## src/rtl/mc_pkg.sv

```systemverilog
// ---------------------------------------------------------------------------
// mc_pkg
// Shared definitions for the multicycle MIPS control unit: FSM state
// enumeration, opcode/funct values and the encodings driven onto the
// datapath select lines (pc_src, alusrcA, alusrcB, alu_op, regdest,
// memtoreg) and the fault code.
// Optional feature macro: EXT_ISA_EN (adds bne/jal and their encodings).
// ---------------------------------------------------------------------------
package mc_pkg;

   typedef enum logic [3:0] {
      S_FETCH,
      S_DECODE,
      S_MEMADR,
      S_MEMRD,
      S_MEMWB,
      S_MEMWR,
      S_EXEC,
      S_ALUWB,
      S_BRANCH,
      S_JUMP,
      S_FAULT
   } state_t;

   // Opcodes (IR[31:26])
   localparam logic [5:0] OP_RTYPE = 6'h00;
   localparam logic [5:0] OP_J     = 6'h02;
   localparam logic [5:0] OP_BEQ   = 6'h04;
   localparam logic [5:0] OP_ADDI  = 6'h08;
   localparam logic [5:0] OP_ADDIU = 6'h09;
   localparam logic [5:0] OP_LW    = 6'h23;
   localparam logic [5:0] OP_SW    = 6'h2B;
`ifdef EXT_ISA_EN
   localparam logic [5:0] OP_JAL   = 6'h03;
   localparam logic [5:0] OP_BNE   = 6'h05;
`endif

   // Funct values (IR[5:0]) that change sequencing or operand selection
   localparam logic [5:0] FN_SLL = 6'h00;
   localparam logic [5:0] FN_SRL = 6'h02;
   localparam logic [5:0] FN_JR  = 6'h08;

   // pc_src
   localparam logic [1:0] PC_SRC_ALU    = 2'd0;
   localparam logic [1:0] PC_SRC_ALUOUT = 2'd1;
   localparam logic [1:0] PC_SRC_JUMP   = 2'd2;
   localparam logic [1:0] PC_SRC_RS     = 2'd3;

   // alusrcA
   localparam logic [1:0] SRCA_PC    = 2'd0;
   localparam logic [1:0] SRCA_RS    = 2'd1;
   localparam logic [1:0] SRCA_SHAMT = 2'd2;

   // alusrcB
   localparam logic [1:0] SRCB_RT     = 2'd0;
   localparam logic [1:0] SRCB_FOUR   = 2'd1;
   localparam logic [1:0] SRCB_IMM    = 2'd2;
   localparam logic [1:0] SRCB_IMM_SH = 2'd3;

   // alu_op
   localparam logic [1:0] ALU_ADD   = 2'd0;
   localparam logic [1:0] ALU_SUB   = 2'd1;
   localparam logic [1:0] ALU_FUNCT = 2'd2;

   // regdest / memtoreg (value 2 only exists with the extended ISA)
   localparam logic [1:0] RD_RT      = 2'd0;
   localparam logic [1:0] RD_RD      = 2'd1;
   localparam logic [1:0] M2R_ALUOUT = 2'd0;
   localparam logic [1:0] M2R_MDR    = 2'd1;
`ifdef EXT_ISA_EN
   localparam logic [1:0] RD_RA      = 2'd2;
   localparam logic [1:0] M2R_PC     = 2'd2;
`endif

   // fault
   localparam logic [1:0] FAULT_NONE    = 2'd0;
   localparam logic [1:0] FAULT_TIMEOUT = 2'd1;
   localparam logic [1:0] FAULT_ILLEGAL = 2'd2;

   // States that wait on mem_ready and are guarded by the stall watchdog.
   function automatic logic is_mem_state(input state_t s);
      return (s == S_FETCH) || (s == S_MEMRD) || (s == S_MEMWR);
   endfunction

endpackage

```

## src/rtl/mc_wait_timer.sv

```systemverilog
// ---------------------------------------------------------------------------
// mc_wait_timer
// Stall watchdog for memory states. Counts consecutive cycles spent waiting
// on mem_ready; expired is high once WAIT_LIMIT wait cycles have elapsed,
// i.e. on the last cycle in which the access may still complete.
// Ports:
//   clk, reset  - clock, synchronous active-high reset
//   clr         - clear the count (outside memory states or on mem_ready)
//   waiting     - a memory state is waiting this cycle
//   expired     - count has reached WAIT_LIMIT
// ---------------------------------------------------------------------------
module mc_wait_timer #(
   parameter int WAIT_LIMIT = 15,
   parameter int WAIT_W     = $clog2(WAIT_LIMIT + 1)
) (
   input  logic clk,
   input  logic reset,
   input  logic clr,
   input  logic waiting,
   output logic expired
);

   logic [WAIT_W-1:0] count;

   // NOTE: sequential state is always updated with non-blocking assignments
   // so every register samples pre-edge values regardless of block order.
   always_ff @(posedge clk) begin
      if (reset || clr) begin
         count <= '0;
      end else if (waiting && !expired) begin
         count <= count + WAIT_W'(1);
      end
   end

   assign expired = (count == WAIT_W'(WAIT_LIMIT));

endmodule

```

## src/rtl/multicycle_control.sv

```systemverilog
// ---------------------------------------------------------------------------
// multicycle_control
// Multicycle MIPS control FSM. Sequences each instruction through
// fetch/decode/execute/memory/writeback and drives the datapath selects and
// enables each cycle. Memory states wait on mem_ready under a stall
// watchdog; timeouts and illegal opcodes park the FSM in FAULT with a
// sticky fault code until reset.
// Optional feature macro: EXT_ISA_EN (adds bne 0x05 and jal 0x03).
// Ports:
//   clk, reset           - clock, synchronous active-high reset
//   opcode, funct        - IR[31:26], IR[5:0] (held stable by the IR)
//   zero                 - ALU zero flag, used in BRANCH
//   mem_ready            - memory completes the current access
//   pc_write, pc_src     - PC load enable / source select
//   ir_write, iord       - IR load enable / memory address select
//   mem_read, mem_write  - memory strobes
//   reg_write, regdest   - register file write enable / destination select
//   memtoreg             - register write data select
//   alusrcA, alusrcB     - ALU operand selects
//   alu_op               - add / sub / use funct
//   instr_done           - pulse on final cycle of each instruction
//   fault                - 0 none, 1 memory timeout, 2 illegal instruction
// ---------------------------------------------------------------------------
module multicycle_control
   import mc_pkg::*;
#(
   parameter int WAIT_LIMIT = 15,
   parameter int WAIT_W     = $clog2(WAIT_LIMIT + 1)
) (
   input  logic       clk,
   input  logic       reset,
   input  logic [5:0] opcode,
   input  logic [5:0] funct,
   input  logic       zero,
   input  logic       mem_ready,
   output logic       pc_write,
   output logic [1:0] pc_src,
   output logic       ir_write,
   output logic       iord,
   output logic       mem_read,
   output logic       mem_write,
   output logic       reg_write,
   output logic [1:0] regdest,
   output logic [1:0] memtoreg,
   output logic [1:0] alusrcA,
   output logic [1:0] alusrcB,
   output logic [1:0] alu_op,
   output logic       instr_done,
   output logic [1:0] fault
);

   state_t     state, next_state;
   logic [1:0] fault_q, fault_next;
   logic       in_mem, expired, timeout;

   assign in_mem = is_mem_state(state);

   mc_wait_timer #(
      .WAIT_LIMIT (WAIT_LIMIT),
      .WAIT_W     (WAIT_W)
   ) u_wait_timer (
      .clk     (clk),
      .reset   (reset),
      .clr     (!in_mem || mem_ready),
      .waiting (in_mem && !mem_ready),
      .expired (expired)
   );

   // mem_ready on the limit cycle completes the access instead of faulting.
   assign timeout = expired && !mem_ready;
   assign fault   = fault_q;

   always_ff @(posedge clk) begin
      if (reset) begin
         state   <= S_FETCH;
         fault_q <= FAULT_NONE;
      end else begin
         state   <= next_state;
         fault_q <= fault_next;
      end
   end

   always_comb begin
      // NOTE: every output and next-state variable gets a default before the
      // case so no path leaves one unassigned, which would infer a latch.
      next_state = state;
      fault_next = fault_q;
      pc_write   = 1'b0;
      pc_src     = PC_SRC_ALU;
      ir_write   = 1'b0;
      iord       = 1'b0;
      mem_read   = 1'b0;
      mem_write  = 1'b0;
      reg_write  = 1'b0;
      regdest    = RD_RT;
      memtoreg   = M2R_ALUOUT;
      alusrcA    = SRCA_PC;
      alusrcB    = SRCB_RT;
      alu_op     = ALU_ADD;
      instr_done = 1'b0;

      case (state)
         S_FETCH: begin
            mem_read = 1'b1;
            alusrcA  = SRCA_PC;
            alusrcB  = SRCB_FOUR;
            alu_op   = ALU_ADD;
            if (mem_ready) begin
               ir_write   = 1'b1;
               pc_write   = 1'b1;
               pc_src     = PC_SRC_ALU;
               next_state = S_DECODE;
            end else if (timeout) begin
               next_state = S_FAULT;
               fault_next = FAULT_TIMEOUT;
            end
         end

         S_DECODE: begin
            // Branch target is computed speculatively into ALUOut.
            alusrcA = SRCA_PC;
            alusrcB = SRCB_IMM_SH;
            alu_op  = ALU_ADD;
            case (opcode)
               OP_LW, OP_SW:      next_state = S_MEMADR;
               OP_RTYPE:          next_state = (funct == FN_JR) ? S_JUMP : S_EXEC;
               OP_ADDI, OP_ADDIU: next_state = S_EXEC;
               OP_BEQ:            next_state = S_BRANCH;
               OP_J:              next_state = S_JUMP;
`ifdef EXT_ISA_EN
               OP_BNE:            next_state = S_BRANCH;
               OP_JAL:            next_state = S_JUMP;
`endif
               default: begin
                  next_state = S_FAULT;
                  fault_next = FAULT_ILLEGAL;
               end
            endcase
         end

         S_MEMADR: begin
            alusrcA    = SRCA_RS;
            alusrcB    = SRCB_IMM;
            alu_op     = ALU_ADD;
            next_state = (opcode == OP_LW) ? S_MEMRD : S_MEMWR;
         end

         S_MEMRD: begin
            iord     = 1'b1;
            mem_read = 1'b1;
            if (mem_ready) begin
               next_state = S_MEMWB;
            end else if (timeout) begin
               next_state = S_FAULT;
               fault_next = FAULT_TIMEOUT;
            end
         end

         S_MEMWB: begin
            reg_write  = 1'b1;
            regdest    = RD_RT;
            memtoreg   = M2R_MDR;
            instr_done = 1'b1;
            next_state = S_FETCH;
         end

         S_MEMWR: begin
            iord      = 1'b1;
            mem_write = 1'b1;
            if (mem_ready) begin
               instr_done = 1'b1;
               next_state = S_FETCH;
            end else if (timeout) begin
               next_state = S_FAULT;
               fault_next = FAULT_TIMEOUT;
            end
         end

         S_EXEC: begin
            if (opcode == OP_RTYPE) begin
               alusrcA = ((funct == FN_SLL) || (funct == FN_SRL)) ? SRCA_SHAMT : SRCA_RS;
               alusrcB = SRCB_RT;
               alu_op  = ALU_FUNCT;
            end else begin
               alusrcA = SRCA_RS;
               alusrcB = SRCB_IMM;
               alu_op  = ALU_ADD;
            end
            next_state = S_ALUWB;
         end

         S_ALUWB: begin
            reg_write  = 1'b1;
            memtoreg   = M2R_ALUOUT;
            regdest    = (opcode == OP_RTYPE) ? RD_RD : RD_RT;
            instr_done = 1'b1;
            next_state = S_FETCH;
         end

         S_BRANCH: begin
            alusrcA  = SRCA_RS;
            alusrcB  = SRCB_RT;
            alu_op   = ALU_SUB;
            pc_src   = PC_SRC_ALUOUT;
            pc_write = zero;
`ifdef EXT_ISA_EN
            if (opcode == OP_BNE) pc_write = !zero;
`endif
            instr_done = 1'b1;
            next_state = S_FETCH;
         end

         S_JUMP: begin
            pc_write = 1'b1;
            pc_src   = (opcode == OP_RTYPE) ? PC_SRC_RS : PC_SRC_JUMP;
`ifdef EXT_ISA_EN
            if (opcode == OP_JAL) begin
               reg_write = 1'b1;
               regdest   = RD_RA;
               memtoreg  = M2R_PC;
            end
`endif
            instr_done = 1'b1;
            next_state = S_FETCH;
         end

         S_FAULT: begin
            next_state = S_FAULT;
         end

         default: begin
            next_state = S_FETCH;
         end
      endcase
   end

endmodule

```

## config.mk

```make
export PLATFORM = sky130hd
export DESIGN_NAME = multicycle_control
export DESIGN_NICKNAME = d
export VERILOG_FILES = /design/src/rtl/mc_pkg.sv /design/src/rtl/mc_wait_timer.sv /design/src/rtl/multicycle_control.sv
export SDC_FILE = /design/constraint.sdc
export NUM_CORES = 1
export LEC_CHECK = 0
export ABC_CLOCK_PERIOD_IN_PS = 1700
export BUFFER_PORTS_ARGS = -buffer_cell sky130_fd_sc_hd__buf_2
export CAP_MARGIN = 20
export CORE_MARGIN = 5
export CORE_UTILIZATION = 44
export DETAILED_ROUTE_END_ITERATION = 12
export PLACE_DENSITY = 0.82
export SETUP_SLACK_MARGIN = 0.05
export SYNTH_ARGS = -nofsm -noshare
export SYNTH_HDL_FRONTEND = slang
export SYNTH_HIERARCHICAL = 1
export SYNTH_SLANG_ARGS = --single-unit
export TNS_END_PERCENT = 30
```

## constraint.sdc

```tcl
create_clock -name clk -period 1.7 [get_ports clk]
set_input_delay 0.34 -clock clk [delete_from_list [all_inputs] [get_ports clk]]
set_output_delay 0.34 -clock clk [all_outputs]
set_load 0.01 [all_outputs]
```

==> results of run 1 <==
## where the power goes
part           switching, µW  internal (µW)  leakage (µW)  total (µW)
Combinational            316            331      0.000630         646
Sequential              30.4            256     0.0000844         286
Clock                   77.4            130     0.0000210         207
Total                    423            716      0.000735        1140
## flip-flops by register name, summed over array words and instances, names as in the netlist
signal / flops
u_wait_timer/count: 4
state: 4
fault: 2
## synthesized netlist by cell type, types with 2 or more instances
cell type,count,area share (%)
sky130_fd_sc_hd__nand2_1,5,1.8
sky130_fd_sc_hd__or2_2,2,1.2
sky130_fd_sc_hd__nor3_1,10,4.8
sky130_fd_sc_hd__and3b_1,2,1.7
sky130_fd_sc_hd__nand4b_1,3,2.5
sky130_fd_sc_hd__nor4_1,5,3.0
sky130_fd_sc_hd__nand2b_1,8,4.8
sky130_fd_sc_hd__nand3_1,3,1.5
sky130_fd_sc_hd__xor2_1,2,1.7
sky130_fd_sc_hd__o211ai_1,2,1.5
sky130_fd_sc_hd__o31ai_1,2,1.5
sky130_fd_sc_hd__dfxtp_1,10,19
sky130_fd_sc_hd__o21bai_1,2,1.5
sky130_fd_sc_hd__buf_4,2,1.5
sky130_fd_sc_hd__a21oi_1,13,6.3
sky130_fd_sc_hd__clkbuf_1,2,0.73
sky130_fd_sc_hd__buf_6,3,3.3
sky130_fd_sc_hd__o21ai_0,6,2.9
sky130_fd_sc_hd__inv_1,3,1.1
sky130_fd_sc_hd__a211oi_1,2,1.5
sky130_fd_sc_hd__a21o_1,2,1.5
sky130_fd_sc_hd__buf_2,3,1.5
sky130_fd_sc_hd__o21ba_2,2,1.9
sky130_fd_sc_hd__nand4_1,2,1.2
sky130_fd_sc_hd__nor2_1,11,4.0
## logic make-up after synthesis
group / share of synthesized area, %
simple gates: 38.33
flops: 19.35
xor+xnor: 1.693
other cells: 0.3624
compound gates: 30.71
fa+ha+maj: 1.209
buf+inv: 8.342
## metrics by stage
stage / power (µW) / instance area (µm²) / setup slack (ns) / utilization (%)
after global placement: 697.9 / 1326 / -0.08350 / 59.38
after global routing: 1220 / 1698 / -0.07928 / 76.02
after floorplan: 562.5 / 1064 / 0.01636 / -
after detailed placement: 720.0 / 1326 / -0.1214 / 59.38
after CTS: 1033 / 1578 / 0.02846 / 70.64
final: 1140 / 1698 / -0.01669 / 76.02
## per-layer routing
layer	share of wire [%]	up-vias	track usage [%]
met5	0	-	0
met4	1.5	0	5.629
met3	6.1	6	3.289
met2	51	47	35.41
met1	41	631	23.58
li1	-	639	-
## worst max-delay path, stage by stage (launching register included)
cell,delay (ns)
sky130_fd_sc_hd__dfxtp_4,0.42
sky130_fd_sc_hd__xor2_4,0.18
sky130_fd_sc_hd__a21oi_2,0.08
sky130_fd_sc_hd__or3_4,0.36
sky130_fd_sc_hd__inv_4,0.07
sky130_fd_sc_hd__buf_4,0.11
sky130_fd_sc_hd__buf_4,0.10
sky130_fd_sc_hd__buf_4,0.09
sky130_fd_sc_hd__nand4b_1,0.09
sky130_fd_sc_hd__nand2_1,0.08
sky130_fd_sc_hd__nor2_1,0.04
## final cells by class
| class | count | share of cell area [%] |
|---|---|---|
| multi-input combinational | 114 | 54.09 |
| timing repair buffer | 66 | 28.08 |
| sequential | 10 | 12.60 |
| clock buffer | 4 | 2.137 |
| tap | 28 | 2.063 |
| inverter | 4 | 1.032 |
## placed cells by master, fill, tap and decap left out, drive strengths merged, types with 3 or more instances in the layout
master,instances
o21ai,7
dfxtp,10
inv,4
nor2,11
nand2,5
nor4,5
buf,65
nor3,10
nand2b,8
nand3,4
nand4b,3
a21oi,13
o211ai,3
clkbuf,4
## worst max path at each step
stage                          start               endpoint  slack, ns  cells after the start
3_3_place_gp               opcode[1]             alusrcA[1]      -0.08                      6
4_1_cts                     state[1]  u_wait_timer/count[3]       0.03                      7
6_report                    state[2]  u_wait_timer/count[2]      -0.02                     10
5_1_grt                     state[2]  u_wait_timer/count[3]      -0.08                      7
3_5_place_dp               opcode[1]             alusrcA[1]      -0.12                      6
2_1_floorplan  u_wait_timer/count[1]               state[3]       0.02                      7
## what timing repair did
item / in CTS / in global routing
pin swaps: 9 / 12
resized for setup: 32 / 19
gates cloned: 2 / 0
endpoints found under the setup margin: 18 / 20
hold endpoints to repair: 0 / 0
buffers inserted: 7 / 5
==> results.toml, run 1 <==
[floorplanning]
die-height_um = 58.50
die_w_um = 58.50
die-area_um2 = 3422
floorplan.core_area_um2 = 2233
rows = 17
start_util_pct = 46.33
pin_count = 37

[status]
failed_checks = "negative setup slack"
status = "finished, violations left"

[timing]
finalSetupViolations = 1
timing.final.crit_period_ns = 1.717
setup_total_negative_slack_ns = -0.01669
setup_repair_after_global_routing_missed_its_margin = "yes"
final.setup.worst_slack_ns = -0.01669
timing_hold_violations_final = 0
timing.final.max_slew_violations = 0
layout_worst_path_cycle_share_pct = 101.0
timing.clock.skew_ns = 0.002539
final.hold.worst_slack_ns = 0.3588
clock.fmax_ghz = 0.5825

[grt]
grt_pass1_wl_um = 5333
largest_net_degree_at_the_start_of_global_routing = 24
grt_antenna_before_repair = 0
number_of_global_route_vias_before_repair = 1142
grt_overflow_total = 0
gr-usage-all-layers_pct = 19.61

[final_layout]
proportion_of_layout_cells_with_a_drive_suffix_above_1_pct = 57.58
fillers = 151
final_net_count = 216
area_delta_synth_final_pct = 64.09
layout.cells.non_filler = 226
num_antenna_cells = 0
multiInputGateArea_um2 = 918.4
layout.area.seq_um2 = 214.0

[clocking]
tritoncts = "built"
cts_htree_levels = 1
cts-buffers-inserted = 3
ctsHoldBuffers = 0
clock-sinks = 10
clock_tree.buffer_depth = 2
worstSkewPairLatency_ns = 0.26
cts-root-buf = "sky130_fd_sc_hd__clkbuf_4"
reg_clk_slew_reported_paths_ns = 0.07

[setup_path]
rr_worst_depth = 10
setup.worst_path.end_class = "flop"
critical_path.reg2reg.startpoint = "state[2]"
worstPathMaxFanout = 6
ff2ff_setup_slack_ns = -0.02
arrival_worst_endpoint_ns = 1.87
start_kind = "flop"
worstReg2RegEnd = "u_wait_timer/count[2]"
required_ns = 1.85
criticalPathCategory = "reg -> reg"

[logic_synthesis]
ys.warnings.count = 6
post_synth_inst_count = 137
count_of_flip_flops_with_a_built_in_enable_after_synthesis = 0
synthArstFlopShare_pct = 0
ys_seq_elements = 10
post_synth_instance_area_um2 = 1035
yosysSeqAreaShare_pct = 19.35
postSynth.topFlopCell = "sky130_fd_sc_hd__dfxtp_1"
synthDistinctLibCells = 55
postSynthAreaPerCell_um2 = 7.553

[drt]
vias = 1323
vias_per_cell = 5.854
route.detailed.drc = 0
final_wl_um = 3564
drt_first_iter_violations = 72
detail-route-antenna-nets = 0
final_routed_wire_length_divided_by_cell_count_um = 15.77
drt_pass1_iterations = 4

[worst_hold_path]
timing.hold.worst.class = "in -> reg"
min-delay-start = "reset"
min_delay_worst_endpoint = "fault[1]"
timing.hold.worst_path_depth = 2

[power_and_ir_drop]
p_leak_uw = 0.0007351
powerDensity_nw_per_um2 = 671.1
max-vdd-ir-drop_mv = 0.6385

[placed_design]
placement.io_buffers = 34
routabilityCongestion = 0.8284
dpl.hpwl_um = 2336
placed_cells = 208

[job]
drv_cap = 0
Power figures use the tool's default switching activity.
==> run 2: changes to the inputs <==
Settings changed: BUFFER_PORTS_ARGS -buffer_cell sky130_fd_sc_hd__buf_2 to -buffer_cell sky130_fd_sc_hd__buf_4.
==> results.toml, run 2 (synthesis gave the netlist of run 1 again) <==
[status]
status = "finished, violations left"
failed_checks = "negative setup slack"

[placed_design]
placedInstanceArea_um2 = 1419
placed_cells = 209
routabilityCongestion = 0.8556
placement.io_buffers = 34
dpl.hpwl_um = 2439

[timing]
final.setup.worst_slack_ns = -0.2154
setup_repair_after_global_routing_missed_its_margin = "yes"
layout_worst_path_cycle_share_pct = 112.7
timing_hold_violations_final = 0
timing_worst_slew_pin_value_ns = 0.5086
timing.final.crit_period_ns = 1.915
timing.clock.skew_ns = 0.0008344
maxSlewHeadroom_pct = 65.61
finalSetupViolations = 8
timing.final.max_slew_violations = 0
clock.fmax_ghz = 0.5221

[final_layout]
final_net_count = 219
mostFrequentLayoutCell = "sky130_fd_sc_hd__buf_4"
layout.area.seq_um2 = 216.5
fillers = 141
num_antenna_cells = 0
layout.cells.non_filler = 229
proportion_of_layout_cells_with_a_drive_suffix_above_1_pct = 58.21
layout.cell_area.non_filler_um2 = 1824
multiInputGateArea_um2 = 912.1
most-common-layout-cells = "sky130_fd_sc_hd__buf_4, sky130_fd_sc_hd__a21oi_1, sky130_fd_sc_hd__nor3_1, sky130_fd_sc_hd__nor2_1, sky130_fd_sc_hd__nand2b_1"
area_delta_synth_final_pct = 76.30

[setup_path]
worstPathMaxFanout = 6
setup.worst_path.end_class = "flop"
arrival_worst_endpoint_ns = 2.10
crit_path_start = "u_wait_timer/count[0]"
start_kind = "flop"
critical_path.reg2reg.startpoint = "u_wait_timer/count[0]"
criticalPathCategory = "reg -> reg"
required_ns = 1.89

[power_and_ir_drop]
p_leak_uw = 0.0007631
report.power.total_uw = 1151
net-switching-power_uw = 438.5
power.internal_uw = 712.4
combinational_group_share_of_total_power_pct = 56.4
seq_power_share_pct = 24.1
power_switching_share_pct = 38.10
max-vdd-ir-drop_mv = 0.5403
powerDensity_nw_per_um2 = 630.9
clock_power_share_pct = 19.5

[drt]
route.detailed.drc = 0
detail-route-antenna-nets = 0
vias = 1376
final_routed_wire_length_divided_by_cell_count_um = 17.91
final_wl_um = 4102
drt_pass1_iterations = 4
vias_per_cell = 6.009
drt_first_iter_violations = 61

[worst_hold_path]
timing.hold.worst.class = "in -> reg"
min-delay-start = "reset"

[floorplanning]
rows = 17
die_w_um = 58.50
die-height_um = 58.50
die-area_um2 = 3422
start_util_pct = 46.33
pin_count = 37
floorplan.core_area_um2 = 2233

[grt]
grt_pass1_wl_um = 5595
gr-usage-all-layers_pct = 20.99
number_of_global_route_vias_before_repair = 1244
grt_antenna_before_repair = 0
largest_net_degree_at_the_start_of_global_routing = 24
grt_overflow_total = 0

[clocking]
reg_clk_slew_reported_paths_ns = 0.07
ctsHoldBuffers = 0
clock-sinks = 10
cts_htree_levels = 1
cts-root-buf = "sky130_fd_sc_hd__clkbuf_4"
worstSkewPairLatency_ns = 0.28
cts-buffers-inserted = 3
tritoncts = "built"
clock_tree.buffer_depth = 2

[job]
drv_cap = 0
run 2: per-stage QoR:
step	worst slack (ns)	util (%)	setup TNS, ns	hold slack, ns
2_1_floorplan	0.01636	-	0	0.4193
3_3_place_gp	-0.08025	63.53	-0.1796	0.4814
3_5_place_dp	-0.1505	63.53	-0.6530	0.4886
4_1_cts	-0.006831	75.29	-0.01232	0.2764
5_1_grt	-0.2106	81.68	-1.555	0.2815
6_report	-0.2154	81.68	-0.5880	0.2791
run 2: repair_timing:
item,CTS,global route
buffers inserted,9,5
gates cloned,0,2
resized for setup,39,15
endpoints found under the setup margin,21,23
pin swaps,6,6
hold endpoints to repair,0,0
run 2: final cells by class:
class                      instances  area share [%]
tap                               28           1.920
multi-input combinational        114           50.00
inverter                           4          0.8230
clock buffer                       4           1.989
sequential                        10           11.87
timing repair buffer              69           33.40
run 2: power groups by stage:
stage                     clock network [µW]  logic, µW  registers [µW]
after floorplan                            0        292             270
after global placement                     0        472             274
after detailed placement                   0        490             275
after CTS                                225        571             275
after global routing                     248        697             279
final                                    224        649             277
run 2: path summary, 6_finish.rpt:
check,cells past startpoint,slack [ns],end
max,8,-0.22,state[2]
max reg2reg,8,-0.22,state[2]
min,2,0.28,fault[1]
min reg2reg,2,0.52,fault[1]
run 2: critical path, cell delays in order (launching register included):
cell and delay (ns):
sky130_fd_sc_hd__dfxtp_4 0.36, sky130_fd_sc_hd__ha_4 0.17, sky130_fd_sc_hd__nand3_2 0.08, sky130_fd_sc_hd__inv_2 0.04, sky130_fd_sc_hd__buf_4 0.15, sky130_fd_sc_hd__nor4b_1 0.45
sky130_fd_sc_hd__o21ai_0 0.18, sky130_fd_sc_hd__a21o_1 0.19, sky130_fd_sc_hd__a21oi_1 0.20
run 2: routing by layer:
| metal | wire length, µm | global-route usage, % | up-vias |
|---|---|---|---|
| met1 | 1528 | 23.75 | 650 |
| met3 | 264 | 2.851 | 15 |
| li1 | - | - | 646 |
| met2 | 2135 | 37.96 | 65 |
| met4 | 173 | 10.60 | 0 |
| met5 | 0 | 0 | - |
